File: config.mk
export PLATFORM = sky130hd
export DESIGN_NAME = mem_access
export DESIGN_NICKNAME = d
export VERILOG_FILES = /design/src/rtl/pipe_pkg.sv /design/src/rtl/load_extend.sv /design/src/rtl/mem_access.sv
export SDC_FILE = /design/constraint.sdc
export NUM_CORES = 1
export LEC_CHECK = 0
export ABC_CLOCK_PERIOD_IN_PS = 5200
export CAP_MARGIN = 40
export CORE_MARGIN = 5
export CORE_UTILIZATION = 35
export CTS_BUF_LIST = sky130_fd_sc_hd__clkbuf_16
export DETAILED_ROUTE_END_ITERATION = 16
export GPL_TIMING_DRIVEN = 0
export HOLD_SLACK_MARGIN = 0.08
export PLACE_DENSITY = 0.66
export SLEW_MARGIN = 5
export SYNTH_ARGS = -nofsm -noshare
export SYNTH_HDL_FRONTEND = slang
export SYNTH_HIERARCHICAL = 1
export SYNTH_SLANG_ARGS = --single-unit
File: constraint.sdc
create_clock -name clk -period 5.2 [get_ports clk]
set_input_delay 1.04 -clock clk [delete_from_list [all_inputs] [get_ports clk]]
set_output_delay 1.04 -clock clk [all_outputs]
set_load 0.03 [all_outputs]
File: src/rtl/pipe_pkg.sv
// +-----------------------------------------------------------------------------+
// | pipe_pkg                                                                    |
// | Shared RV32I pipeline encodings: load/store/branch kinds and MEM FSM states.|
// | Revision: 1.0                                                               |
// +-----------------------------------------------------------------------------+
`default_nettype none

package pipe_pkg;

   localparam logic [2:0] LOAD_NONE = 3'd0;
   localparam logic [2:0] LOAD_LB   = 3'd1;
   localparam logic [2:0] LOAD_LH   = 3'd2;
   localparam logic [2:0] LOAD_LW   = 3'd3;
   localparam logic [2:0] LOAD_LBU  = 3'd4;
   localparam logic [2:0] LOAD_LHU  = 3'd5;

   localparam logic [1:0] STORE_NONE = 2'd0;
   localparam logic [1:0] STORE_SB   = 2'd1;
   localparam logic [1:0] STORE_SH   = 2'd2;
   localparam logic [1:0] STORE_SW   = 2'd3;

   localparam logic [2:0] BR_NONE = 3'd0;
   localparam logic [2:0] BR_JAL  = 3'd1;
   localparam logic [2:0] BR_JALR = 3'd2;

   typedef enum logic [0:0] {
      IDLE = 1'b0,
      WAIT = 1'b1
   } state_t;

   typedef enum logic [1:0] {
      SIZE_BYTE = 2'd0,
      SIZE_HALF = 2'd1,
      SIZE_WORD = 2'd2
   } size_t;

   // Access width of a memory op; only one of ld/st is ever nonzero.
   function automatic size_t access_size(input logic [2:0] ld, input logic [1:0] st);
      size_t sz;
      sz = SIZE_WORD;
      if (ld == LOAD_LB || ld == LOAD_LBU || st == STORE_SB)
         sz = SIZE_BYTE;
      else if (ld == LOAD_LH || ld == LOAD_LHU || st == STORE_SH)
         sz = SIZE_HALF;
      return sz;
   endfunction

endpackage

`default_nettype wire

File: src/rtl/load_extend.sv
// +-----------------------------------------------------------------------------+
// | load_extend                                                                 |
// | Selects the byte/half lane of a read word and sign- or zero-extends it.     |
// | Revision: 1.0                                                               |
// +-----------------------------------------------------------------------------+
`default_nettype none

module load_extend
   import pipe_pkg::*;
(
   input  logic [31:0] rdata,
   input  logic [1:0]  offset,
   input  logic [2:0]  load_type,
   output logic [31:0] data
);

   logic [31:0] w_shifted;

   assign w_shifted = rdata >> {offset, 3'b000};

   always_comb begin
      data = rdata;
      case (load_type)
         LOAD_LB:  data = {{24{w_shifted[7]}}, w_shifted[7:0]};
         LOAD_LBU: data = {24'd0, w_shifted[7:0]};
         LOAD_LH:  data = {{16{w_shifted[15]}}, w_shifted[15:0]};
         LOAD_LHU: data = {16'd0, w_shifted[15:0]};
         default:  data = rdata;
      endcase
   end

endmodule

`default_nettype wire

File: src/rtl/mem_access.sv
// +-----------------------------------------------------------------------------+
// | mem_access                                                                  |
// | RV32I memory stage: req/ack data-memory loads/stores and write-back bundle. |
// | Optional macro MISALIGN_TRAP_EN: trap misaligned half/word accesses.        |
// | Revision: 1.0                                                               |
// +-----------------------------------------------------------------------------+
`default_nettype none

module mem_access
   import pipe_pkg::*;
#(
   parameter int XLEN   = 32,
   parameter int ADDR_W = 32
) (
   input  logic              clk,
   input  logic              rst_n,
   input  logic              in_valid,
   input  logic [XLEN-1:0]   alu_result,
   input  logic [XLEN-1:0]   notbranch_pc,
   input  logic [XLEN-1:0]   rs2E,
   input  logic              write_regE,
   input  logic [2:0]        info_loadE,
   input  logic [1:0]        info_storeE,
   input  logic [2:0]        info_branchE,
   input  logic [4:0]        dstreg_addrE,
   output logic              stall,
   output logic              dmem_req,
   output logic              dmem_we,
   output logic [ADDR_W-1:0] dmem_addr,
   output logic [3:0]        dmem_be,
   output logic [XLEN-1:0]   dmem_wdata,
   input  logic [XLEN-1:0]   dmem_rdata,
   input  logic              dmem_ack,
   output logic              wb_valid,
   output logic              wb_en,
   output logic [4:0]        wb_addr,
   output logic [XLEN-1:0]   wb_data,
   output logic              misalign_err
);

   state_t            r_state;
   state_t            w_next_state;
   logic              w_mem_op;
   logic              w_trap;
   logic              w_issue;
   size_t             w_size;
   logic [1:0]        w_raw_off;
   logic [1:0]        w_off;
   logic [3:0]        w_be;
   logic [XLEN-1:0]   w_wdata;
   logic [XLEN-1:0]   w_load_data;
   logic [2:0]        r_load_type;
   logic [1:0]        r_off;
   logic [4:0]        r_rd;
   logic              r_write_reg;

   assign w_mem_op  = in_valid && (info_loadE != LOAD_NONE || info_storeE != STORE_NONE);
   assign w_size    = access_size(info_loadE, info_storeE);
   assign w_raw_off = alu_result[1:0];
   assign w_issue   = w_mem_op && !w_trap;

`ifdef MISALIGN_TRAP_EN
   assign w_trap = w_mem_op && ((w_size == SIZE_HALF && w_raw_off[0]) ||
                                (w_size == SIZE_WORD && w_raw_off != 2'b00));
   assign w_off  = w_raw_off;
`else
   assign w_trap = 1'b0;
   // Misaligned offsets are silently rounded down to the access's natural alignment.
   always_comb begin
      w_off = w_raw_off;
      case (w_size)
         SIZE_HALF: w_off = {w_raw_off[1], 1'b0};
         SIZE_WORD: w_off = 2'b00;
         default:   w_off = w_raw_off;
      endcase
   end
`endif

   always_comb begin
      w_be    = 4'b1111;
      w_wdata = rs2E;
      case (w_size)
         SIZE_BYTE: begin
            w_be    = 4'b0001 << w_off;
            w_wdata = {4{rs2E[7:0]}};
         end
         SIZE_HALF: begin
            w_be    = 4'b0011 << w_off;
            w_wdata = {2{rs2E[15:0]}};
         end
         default: begin
            w_be    = 4'b1111;
            w_wdata = rs2E;
         end
      endcase
   end

   load_extend u_load_extend (
      .rdata     (dmem_rdata),
      .offset    (r_off),
      .load_type (r_load_type),
      .data      (w_load_data)
   );

   always_ff @(posedge clk or negedge rst_n) begin
      if (!rst_n)
         r_state <= IDLE;
      else
         r_state <= w_next_state;
   end

   always_comb begin
      w_next_state = r_state;
      stall        = 1'b0;
      case (r_state)
         IDLE: begin
            if (w_issue) begin
               w_next_state = WAIT;
               stall        = 1'b1;
            end
         end
         WAIT: begin
            stall = !dmem_ack;
            if (dmem_ack)
               w_next_state = IDLE;
         end
         default: w_next_state = IDLE;
      endcase
      if (!rst_n)
         stall = 1'b0;
   end

   always_ff @(posedge clk or negedge rst_n) begin
      if (!rst_n) begin
         dmem_req    <= 1'b0;
         dmem_we     <= 1'b0;
         dmem_addr   <= '0;
         dmem_be     <= 4'd0;
         dmem_wdata  <= '0;
         wb_valid    <= 1'b0;
         wb_en       <= 1'b0;
         wb_addr     <= 5'd0;
         wb_data     <= '0;
         r_load_type <= LOAD_NONE;
         r_off       <= 2'd0;
         r_rd        <= 5'd0;
         r_write_reg <= 1'b0;
      end else begin
         case (r_state)
            IDLE: begin
               if (w_issue) begin
                  dmem_req    <= 1'b1;
                  dmem_we     <= (info_storeE != STORE_NONE);
                  dmem_addr   <= {alu_result[ADDR_W-1:2], 2'b00};
                  dmem_be     <= w_be;
                  dmem_wdata  <= w_wdata;
                  r_load_type <= info_loadE;
                  r_off       <= w_off;
                  r_rd        <= dstreg_addrE;
                  r_write_reg <= write_regE;
                  wb_valid    <= 1'b0;
                  wb_en       <= 1'b0;
               end else begin
                  // Trapped accesses still retire a (non-writing) bundle.
                  wb_valid <= in_valid;
                  wb_en    <= in_valid && write_regE && (dstreg_addrE != 5'd0) && !w_trap;
                  wb_addr  <= dstreg_addrE;
                  if (w_trap)
                     wb_data <= '0;
                  else if (info_branchE == BR_JAL || info_branchE == BR_JALR)
                     wb_data <= notbranch_pc;
                  else
                     wb_data <= alu_result;
               end
            end
            WAIT: begin
               if (dmem_ack) begin
                  dmem_req <= 1'b0;
                  wb_valid <= 1'b1;
                  wb_en    <= (r_load_type != LOAD_NONE) && r_write_reg && (r_rd != 5'd0);
                  wb_addr  <= r_rd;
                  wb_data  <= (r_load_type != LOAD_NONE) ? w_load_data : '0;
               end else begin
                  wb_valid <= 1'b0;
                  wb_en    <= 1'b0;
               end
            end
            default: begin
               dmem_req <= 1'b0;
               wb_valid <= 1'b0;
               wb_en    <= 1'b0;
            end
         endcase
      end
   end

`ifdef MISALIGN_TRAP_EN
   always_ff @(posedge clk or negedge rst_n) begin
      if (!rst_n)
         misalign_err <= 1'b0;
      else
         misalign_err <= (r_state == IDLE) && w_trap;
   end
`else
   assign misalign_err = 1'b0;
`endif

endmodule

`default_nettype wire

Word level (Yosys, flattened, before mapping)
Index checks and enable logic that the tools add are counted.

storage, ports and cells
  bits in registers = 119
  input port bits = 146
  output and inout bits = 111
  word-level logic and storage cells = 84

cells by class
  eq/ne operators = 17
  shifts and indexed selects = 3
  muxes and demuxes = 28
  bitwise operators = 1
  reductions and logical operators = 21

operators with widths
  kind                   number
  $mux W32               4
  $pmux W32 S2           2
  $pmux W32 S4           1
  $shr A32 B5 Y16        1
  $eq A3 B3 Y1 const B   4
  $mux W5                2
  $pmux W1 S2            5
  $pmux W5 S2            1
  $reduce_bool A5 Y1     2
  $eq A3 B1 Y1 const B   3
  $eq A3 B2 Y1 const B   3
  $mux W1                9
  $pmux W4 S2            1
  $logic_or A1 B1 Y1     6
  $ne A2 B2 Y1 const B   3
  $reduce_and A2 Y1      3
  $reduce_bool A3 Y1     2
  $logic_and A1 B1 Y1    5
  $eq A2 B1 Y1 const B   2
  $eq A2 B2 Y1 const B   2
  $mux W2                2
  $pmux W2 S2            1
  $shl A1 B2 Y4 const A  1
  $shl A2 B2 Y4 const A  1
  4 further kinds        4

Longest topological paths before layout
Gate-level depths: netlist of run 1.

  word-level depth = 9
  mapped depth = 10
  mapped depth without buffers = 7

Hierarchy
Netlist of run 1, hierarchy kept.

modules (own cells, without submodules)
  module       instances  cells an instance  area an instance (sq um)  seq. area each (sq um)
  mem_access   1          673                5818.1                    2977.9
  load_extend  1          157                1056.0                    0.0

Least setup slack after synthesis of run 1
OpenSTA, ideal clock, no wires.

  path type = input port to flip-flop
  from = input info_loadE[0]
  to = register dmem_wdata[16]
  setup time = 0.152 ns
  data arrival time = 3.220 ns
  required time = 5.048 ns
  setup slack = 1.828 ns
  stages = 9
  path buffers = 3
  path through = buf_2 -> or3_4 -> a21oi_4 -> inv_2 -> clkbuf_1 -> ha_1 -> clkbuf_1 -> o311ai_1 -> o22ai_1

on the way
  longest elaborated chain between the ends = 7
  elaborated cells between the ends (all ways) = 17
  classes of those cells = eq/ne (5); mux (3); reduce/logical (9)

RTL lines
  what                                              RTL line           text
  from (decl)                                       mem_access.sv:22   input logic [2:0] info_loadE,
  $eq A3 B2 Y1 or $eq A3 B3 Y1 (tied branches)      pipe_pkg.sv:43     else if (ld == LOAD_LH || ld == LOAD_LHU || st == STORE_SH)
  $logic_or A1 B1 Y1 (2 in series)                  pipe_pkg.sv:43
  $mux W2                                           pipe_pkg.sv:43
  $mux W2                                           pipe_pkg.sv:41     if (ld == LOAD_LB || ld == LOAD_LBU || st == STORE_SB)
  $eq A2 B1 Y1 or $logic_not A2 Y1 (tied branches)  mem_access.sv:82   case (w_size)
  $pmux W32 S2                                      mem_access.sv:82
  to (signal assigned)                              mem_access.sv:156  dmem_wdata <= w_wdata;
  to (decl)                                         mem_access.sv:31   output logic [XLEN-1:0] dmem_wdata,

Parallel ways exist; a longest one is shown, timed or not.
A chain may end at the register's enable or synchronous reset.

Final worst setup path of run 1
  from = input info_loadE[1]
  to = output stall

on the way
  longest elaborated chain between the ends = 6

RTL lines
  what                 RTL line           text
  $reduce_bool A3 Y1   mem_access.sv:57   assign w_mem_op = in_valid && (info_loadE != LOAD_NONE || info_storeE != STORE_NONE);
  $logic_or A1 B1 Y1   mem_access.sv:57
  $logic_and A1 B1 Y1  mem_access.sv:57
  $mux W1              mem_access.sv:117  if (w_issue) begin
  $pmux W1 S2          mem_access.sv:115  case (r_state)
  $mux W1              mem_access.sv:129  if (!rst_n)
  to (decl)            mem_access.sv:26   output logic stall,

No other way between the ends.

==> results of run 1 <==
==> layout by cell type (no fill, tap or decap), types with 3 or more instances in the layout <==
master                            synthesis  final
sky130_fd_sc_hd__nand2_1                181    181
sky130_fd_sc_hd__o2111ai_1                7      7
sky130_fd_sc_hd__nand3b_1                11     11
sky130_fd_sc_hd__and3_1                   9      9
sky130_fd_sc_hd__o221a_2                  7      7
sky130_fd_sc_hd__clkinv_4                 0      4
sky130_fd_sc_hd__inv_6                    0      3
sky130_fd_sc_hd__mux2i_1                 13     13
sky130_fd_sc_hd__o21ai_0                 84     84
sky130_fd_sc_hd__a31oi_1                 39     39
sky130_fd_sc_hd__a221oi_1                 8      8
sky130_fd_sc_hd__nor2_1                  27     26
sky130_fd_sc_hd__nor2b_1                  4      4
sky130_fd_sc_hd__a211oi_1                 3      3
sky130_fd_sc_hd__o211ai_1                19     19
sky130_fd_sc_hd__clkdlybuf4s50_1          0    250
sky130_fd_sc_hd__nand3_1                 43     43
sky130_fd_sc_hd__a221o_1                  8      8
sky130_fd_sc_hd__nand2b_1                 5      5
sky130_fd_sc_hd__a21o_1                  48     48
sky130_fd_sc_hd__buf_2                   16     17
sky130_fd_sc_hd__a22oi_1                  7      7
sky130_fd_sc_hd__nor3_1                   6      6
sky130_fd_sc_hd__buf_4                    7      7
sky130_fd_sc_hd__clkbuf_16                0     17
sky130_fd_sc_hd__buf_6                    2      3
sky130_fd_sc_hd__a21oi_1                 44     44
sky130_fd_sc_hd__clkbuf_1                47     47
sky130_fd_sc_hd__o22ai_1                  8      8
sky130_fd_sc_hd__conb_1                   1      3
sky130_fd_sc_hd__xor2_1                   3      3
sky130_fd_sc_hd__dfrtp_1                119    119
sky130_fd_sc_hd__and2_1                   3      3
sky130_fd_sc_hd__inv_1                   20     20
sky130_fd_sc_hd__nor3b_1                  4      4
==> cells by family (layout without fill, tap and decap cells) <==
family	after synthesis	count (layout)	share of synthesized area, %
other	1	3	0.0546
buffers and inverters	96	381	6.13
AO/OA/AOI/OAI	294	294	28.0
XOR/XNOR	4	4	0.510
multiplexers	14	14	2.22
flip-flops	119	119	43.3
AND/OR/NAND/NOR	301	301	19.6
adder cells (fa/ha/maj)	1	1	0.182
==> tightest hold or removal path: stages, from the launching register on <==
cell	delay (ns)
sky130_fd_sc_hd__dfrtp_1	0.34
sky130_fd_sc_hd__nand2_1	0.05
sky130_fd_sc_hd__nand2_1	0.05
==> layout make-up <==
cell class / count / area, um^2 / area share, %
multi-input cells: 617 / 3480 / 33.6
flip-flops and latches: 119 / 2980 / 28.8
repair buffers: 253 / 2550 / 24.6
clock buffers: 17 / 425 / 4.11
plain buffers: 74 / 339 / 3.27
well taps: 265 / 332 / 3.20
clock inverters: 15 / 169 / 1.63
inverters: 22 / 82.6 / 0.797
==> metal layers <==
layer	wire length, um	vias to the layer above	track usage, %
li1	-	3522	-
met1	12600	3566	35.6
met2	12500	329	35.9
met3	1990	29	4.36
met4	505	0	6.82
met5	0	-	0
==> timing repair <==
item	CTS	global route
endpoints found under the setup margin	0	1
buffers inserted	0	0
hold buffers	0	0
gates resized for setup	0	1
==> path summary, 6_finish.rpt <==
check / startpoint / endpoint / slack [ns] / cells past startpoint
max in group asynchronous: rst_n / dmem_addr[23] / 3.96 / 2
min in group asynchronous: rst_n / dmem_addr[30] / 0.50 / 1
worst min register to register: dmem_addr[14] / dmem_addr[14] / 0.47 / 2
worst min-delay path: dmem_addr[14] / dmem_addr[14] / 0.47 / 2
worst max-delay path: info_loadE[1] / stall / 0.36 / 7
worst max register to register: r_state / r_write_reg / 2.64 / 6
==> power by group through the flow <==
stage	Clock [mW]	Combinational [mW]	Sequential [mW]
2_1_floorplan	0	0.720	1.77
3_3_place_gp	0	2.05	1.33
3_5_place_dp	0	2.06	1.34
4_1_cts	1.22	2.07	1.33
5_1_grt	1.27	2.19	1.36
6_report	1.20	2.07	1.33
==> stage by stage <==
stage / setup TNS (ns) / instance area (um^2) / util [%] / power, mW
detailed placement: 0 / 9760 / 50.3 / 3.40
finish: 0 / 10400 / 53.4 / 4.60
floorplan: 0 / 6880 / - / 2.49
global placement: -226.30 / 9730 / 50.1 / 3.39
CTS: 0 / 10400 / 53.4 / 4.61
global route: 0 / 10400 / 53.4 / 4.82
==> cells in the mapped netlist, types with 4 or more instances <==
| library cell | instances | area, um^2 |
|---|---|---|
| sky130_fd_sc_hd__o221a_2 | 7 | 78.8 |
| sky130_fd_sc_hd__nand3b_1 | 11 | 82.6 |
| sky130_fd_sc_hd__a221o_1 | 8 | 80.1 |
| sky130_fd_sc_hd__a21o_1 | 48 | 360 |
| sky130_fd_sc_hd__o21ai_0 | 84 | 420 |
| sky130_fd_sc_hd__buf_4 | 7 | 52.6 |
| sky130_fd_sc_hd__inv_1 | 20 | 75.1 |
| sky130_fd_sc_hd__o22ai_1 | 8 | 50.1 |
| sky130_fd_sc_hd__nor2b_1 | 4 | 25.0 |
| sky130_fd_sc_hd__a22oi_1 | 7 | 52.6 |
| sky130_fd_sc_hd__nand2_1 | 181 | 679 |
| sky130_fd_sc_hd__nor3b_1 | 4 | 30.0 |
| sky130_fd_sc_hd__o211ai_1 | 19 | 143 |
| sky130_fd_sc_hd__mux2i_1 | 13 | 130 |
| sky130_fd_sc_hd__a21oi_1 | 44 | 220 |
| sky130_fd_sc_hd__nand2b_1 | 5 | 31.3 |
| sky130_fd_sc_hd__buf_2 | 16 | 80.1 |
| sky130_fd_sc_hd__nor3_1 | 6 | 30.0 |
| sky130_fd_sc_hd__nand3_1 | 43 | 215 |
| sky130_fd_sc_hd__o2111ai_1 | 7 | 61.3 |
| sky130_fd_sc_hd__nor2_1 | 27 | 101 |
| sky130_fd_sc_hd__a221oi_1 | 8 | 70.1 |
| sky130_fd_sc_hd__clkbuf_1 | 47 | 176 |
| sky130_fd_sc_hd__and3_1 | 9 | 56.3 |
| sky130_fd_sc_hd__a31oi_1 | 39 | 244 |
| sky130_fd_sc_hd__dfrtp_1 | 119 | 2980 |
==> results.md, run 1 <==
- Yosys warnings: 6
- Worst-path fanout max: 9
- Power share of the sequential group: 28.9%
- Number of core rows: 51
- Outcome: finished clean
- Area added between synthesis and finish: 50.7%
- Final Worst Setup Slack: 0.356 ns
- CTS sink cnt: 119
- Total overflow reported by the global router: 0
- Fraction of registers with async set or reset after synthesis: 100%
- Portion of the post-synthesis area used by sequential elements: 43.3%
- CTS tree: yes
- Tightest hold margin: 0.471 ns
- Antenna violations before repair: 0
- Deepest clock path buffer count: 2
- Nature of the critical path startpoint: input port
- Number of max-cap violations: 0
- Slew @ Worst Pin: 0.743 ns
- Post-route clock period utilization: 93.1%
- Clock insertion delay at the later pin of the skew report: 0.42 ns
- Via-per-instance ratio: 5.39
- Root Buffer Master: sky130_fd_sc_hd__clkbuf_16
- Worst slack at placement: 0.127 ns
- Antenna-violating nets left: 0
- Violation count after the first detailed-route iteration: 728
- Inserted Diodes: 0
- Max-slew violation count: 0
- Overall global routing resource usage: 24.0%
- Synth Flop Type: sky130_fd_sc_hd__dfrtp_1
- Share of total power in combinational logic: 45.0%
- Core ar.: 19400 um^2
- RSZ-0062 raised after global routing: false
- Via count of the first global-routing pass: 7066
- Routed len/inst: 19.9 um
- Number of enable-type register cells in the synthesized netlist: 0
- Worst setup EP type: output pin
- Power dissipated by switching net loads: 1.88 mW
- Arrival time of data at the critical path endpoint: 3.80 ns
- Hold Violations, Final: 0
- Detailed placer's ending HPWL: 21000 um
- Min Clock Period, post-route: 4.84 ns
- Initial Util: 35.4%
- Avg Inst Size Synth: 8.28 um^2
- Largest net degree at the start of global routing: 89
- Clock buffer count from CTS: 17
- Register bit total from synthesis: 119
- Clock-pin slew on the worst setup and hold paths: 0.06 ns
- Slowest library cell on the worst path: sky130_fd_sc_hd__clkdlybuf4s50_1
- Total routed wirelength: 27500 um
- Count of fill cells added during filler insertion: 1864
- Final count of negative-setup-slack endpoints: 0
- Internal power: 2.72 mW
- Cell repeated most along the worst path: sky130_fd_sc_hd__clkdlybuf4s50_1
- Leakage power figure: 4.42 nW
- Data required, critical path: 4.16 ns
- Family with the most delay on the worst path: buffers and inverters
- First-pass GRT wire length: 41600 um
- Bufs and invs on worst path: 3
- Total vias in the final route: 7446
- Worst clock skew: 0.00854 ns
- Die area: 22500 um^2
- Highest achievable clock rate: 0.206 GHz
- Worst VDD drop: 0.257 mV
- Clock share of power: 26.1%
- Non-filler cells in the finished layout: 1382
- Drt first pass iters: 5
- Share of final-layout standard cells stronger than drive strength 1: 6.89%
- Drc violations: 0
- Mapped Cells: 830
- P per Cell Area: 444 nW/um^2
- CP peak stage delay: 0.58 ns
- Number of distinct library cells after synthesis: 54
- Hold WC Path Type: flip-flop to flip-flop
- Io pins: 257
- Gp weighted congestion: 0.920
- Port-buffer cells: 251
- Critical path cell sequence: clkdlybuf4s50_1, nor3_1, a21oi_1, nor2_2, inv_1, and2_1, clkdlybuf4s50_1
- Switching share of total power: 40.8%
- Area of the mapped netlist: 6870 um^2
- Category of the critical setup timing path: input port to output pin
- CTS HTree Levels: 4
- Relative max-transition margin: 50.4%
- Largest registers ranked by flip-flop count: dmem_wdata (32), wb_data (32), dmem_addr (30)
- Die height: 150 um
- Die boundary width: 150 um
- Inst Count DP: 1350
- Count of nets after finishing: 1251
Note: power is estimated with default switching activity, not from simulation.
==> inputs of run 2 (changes only) <==
--- a/config.mk
+++ b/config.mk
@@ -10,9 +10,11 @@
 export CORE_MARGIN = 5
 export CORE_UTILIZATION = 35
 export CTS_BUF_LIST = sky130_fd_sc_hd__clkbuf_16
+export CTS_CLUSTER_SIZE = 28
 export DETAILED_ROUTE_END_ITERATION = 16
 export GPL_TIMING_DRIVEN = 0
 export HOLD_SLACK_MARGIN = 0.08
+export MAX_ROUTING_LAYER = met4
 export PLACE_DENSITY = 0.66
 export SLEW_MARGIN = 5
 export SYNTH_ARGS = -nofsm -noshare
==> results.md, run 2 (synthesis gave the netlist of run 1 again) <==
- Family with the most delay on the worst path: buffers and inverters
- Worst-path fanout max: 9
- Power dissipated by switching net loads: 1.88 mW
- Worst slack at placement: 0.170 ns
- Commonest cells after routing, fill and taps aside: 250 x sky130_fd_sc_hd__clkdlybuf4s50_1, 181 x sky130_fd_sc_hd__nand2_1, 119 x sky130_fd_sc_hd__dfrtp_1
- Most common cell after layout, fill and taps aside: sky130_fd_sc_hd__clkdlybuf4s50_1
- Relative max-transition margin: 49.2%
- Root Buffer Master: sky130_fd_sc_hd__clkbuf_16
- Max-slew violation count: 0
- Number of core rows: 51
- Hold wc startpoint: dmem_addr[8]
- Cell repeated most along the worst path: sky130_fd_sc_hd__clkdlybuf4s50_1
- Count of fill cells added during filler insertion: 1848
- Total cell area at the placement stage: 9760 um^2
- Drt first pass iters: 6
- Io pins: 257
- Share of total power in combinational logic: 45.1%
- Inserted Diodes: 0
- Hold WC Path Type: flip-flop to flip-flop
- Overall global routing resource usage: 24.2%
- Non-filler cells in the finished layout: 1382
- Outcome: finished clean
- Worst r2r src: r_state
- Antenna violations before repair: 0
- Detailed placer's ending HPWL: 20900 um
- Routed len/inst: 19.8 um
- Internal power: 2.72 mW
- Final count of negative-setup-slack endpoints: 0
- Die area: 22500 um^2
- Data required, critical path: 4.16 ns
- Violation count after the first detailed-route iteration: 901
- Worst VDD drop: 0.223 mV
- Min Clock Period, post-route: 4.78 ns
- Design Area, Final: 10400 um^2
- Worst setup path startpoint: info_loadE[1]
- Total routed wirelength: 27400 um
- Total vias in the final route: 7474
- RSZ-0062 raised after global routing: false
- First-pass GRT wire length: 41100 um
- Clock share of power: 26.1%
- P per Cell Area: 445 nW/um^2
- Inst Count DP: 1350
- Clock buffer count from CTS: 17
- Port-buffer cells: 251
- Gp weighted congestion: 0.923
- Final Worst Setup Slack: 0.416 ns
- Arrival time of data at the critical path endpoint: 3.74 ns
- CTS HTree Levels: 4
- CP peak stage delay: 0.58 ns
- Via-per-instance ratio: 5.41
- CTS tree: yes
- Setup total negative slack: 0 ns
- Clock-pin slew on the worst setup and hold paths: 0.06 ns
- Core ar.: 19400 um^2
- Die height: 150 um
- Slew @ Worst Pin: 0.761 ns
- Slowest library cell on the worst path: sky130_fd_sc_hd__clkdlybuf4s50_1
- Total overflow reported by the global router: 0
- Worst clock skew: 0.00699 ns
- Hold Violations, Final: 0
- Category of the critical setup timing path: input port to output pin
- Drc violations: 0
- Post-route clock period utilization: 92.0%
- Largest registers ranked by flip-flop count: dmem_wdata (32), wb_data (32), dmem_addr (30)
- Switching share of total power: 40.8%
- Critical path cell sequence: clkdlybuf4s50_1, nor3_1, a21oi_1, nor2_2, inv_1, and2_1, clkdlybuf4s50_1
- Largest net degree at the start of global routing: 66
- Bufs and invs on worst path: 3
- Initial Util: 35.4%
- Power share of the sequential group: 28.8%
- Die boundary width: 150 um
- Leakage power figure: 4.42 nW
- Area added between synthesis and finish: 50.7%
- Deepest clock path buffer count: 2
- Clock insertion delay at the later pin of the skew report: 0.42 ns
- Antenna-violating nets left: 0
- Number of max-cap violations: 0
- Nature of the critical path startpoint: input port
- Via count of the first global-routing pass: 6945
- CTS sink cnt: 119
- Highest achievable clock rate: 0.209 GHz
- Count of nets after finishing: 1251
- Worst setup EP type: output pin
- Share of final-layout standard cells stronger than drive strength 1: 6.89%
run 2: changes by cell type in the layout (fill, tap and decap cells not counted), sizes merged:
cell and delta:
clkinvlp -1, clkinv +1
run 2: worst paths after layout:
kind | depth (start not counted) | to | slack (ns)
max | 7 | stall | 0.42
min in group asynchronous | 1 | dmem_addr[29] | 0.58
min reg2reg | 2 | dmem_addr[8] | 0.47
max reg2reg | 6 | dmem_wdata[23] | 2.63
max in group asynchronous | 2 | dmem_addr[9] | 3.92
min | 2 | dmem_addr[8] | 0.47
run 2: power groups by stage:
stage,sequential (mW),clock (mW),combinational [mW]
after floorplan,1.77,0,0.720
after global placement,1.33,0,2.05
after detailed placement,1.33,0,2.07
after CTS,1.32,1.21,2.07
after global routing,1.35,1.26,2.20
final,1.32,1.20,2.08
run 2: through the flow:
step | hold WS (ns) | utilization, % | total power, mW
final | 0.473 | 53.4 | 4.61
after global routing | 0.499 | 53.4 | 4.81
after global placement | 0.450 | 50.1 | 3.39
after floorplan | 0.438 | - | 2.49
after CTS | 0.477 | 53.4 | 4.61
after detailed placement | 0.462 | 50.3 | 3.40
run 2: repair_timing:
action	CTS	global route
setup buffers	0	0
hold buffers	0	0
gates resized for setup	0	1
endpoints found under the setup margin	0	1
run 2: worst reg2reg max path: cells and delay by family, from the launching register on:
kind                   cells  cell delay (ns)
and+or+nand+nor            2             0.33
buffers and inverters      2             0.99
AOI/OAI and AO/OA          2             0.72
DFF                        1             0.45
run 2: area by class of cell:
type | count | area [um^2] | share of cell area (%)
Buffer | 74 | 339 | 3.27
Clock buffer | 17 | 425 | 4.11
Clock inverter | 15 | 170 | 1.64
Inverter | 22 | 82.6 | 0.797
Multi-Input combinational cell | 617 | 3480 | 33.6
Sequential cell | 119 | 2980 | 28.8
Tap cell | 265 | 332 | 3.20
Timing Repair Buffer | 253 | 2550 | 24.6
run 2: metal layers:
| metal | global-route usage [%] | wire (um) | up-vias | share of wire (%) |
|---|---|---|---|---|
| li1 | - | - | 3524 | - |
| met1 | 35.8 | 12700 | 3563 | 46 |
| met2 | 35.4 | 12300 | 355 | 45 |
| met3 | 3.34 | 1930 | 32 | 7.0 |
| met4 | 5.72 | 437 | 0 | 1.6 |
| met5 | - | 0 | - | 0 |
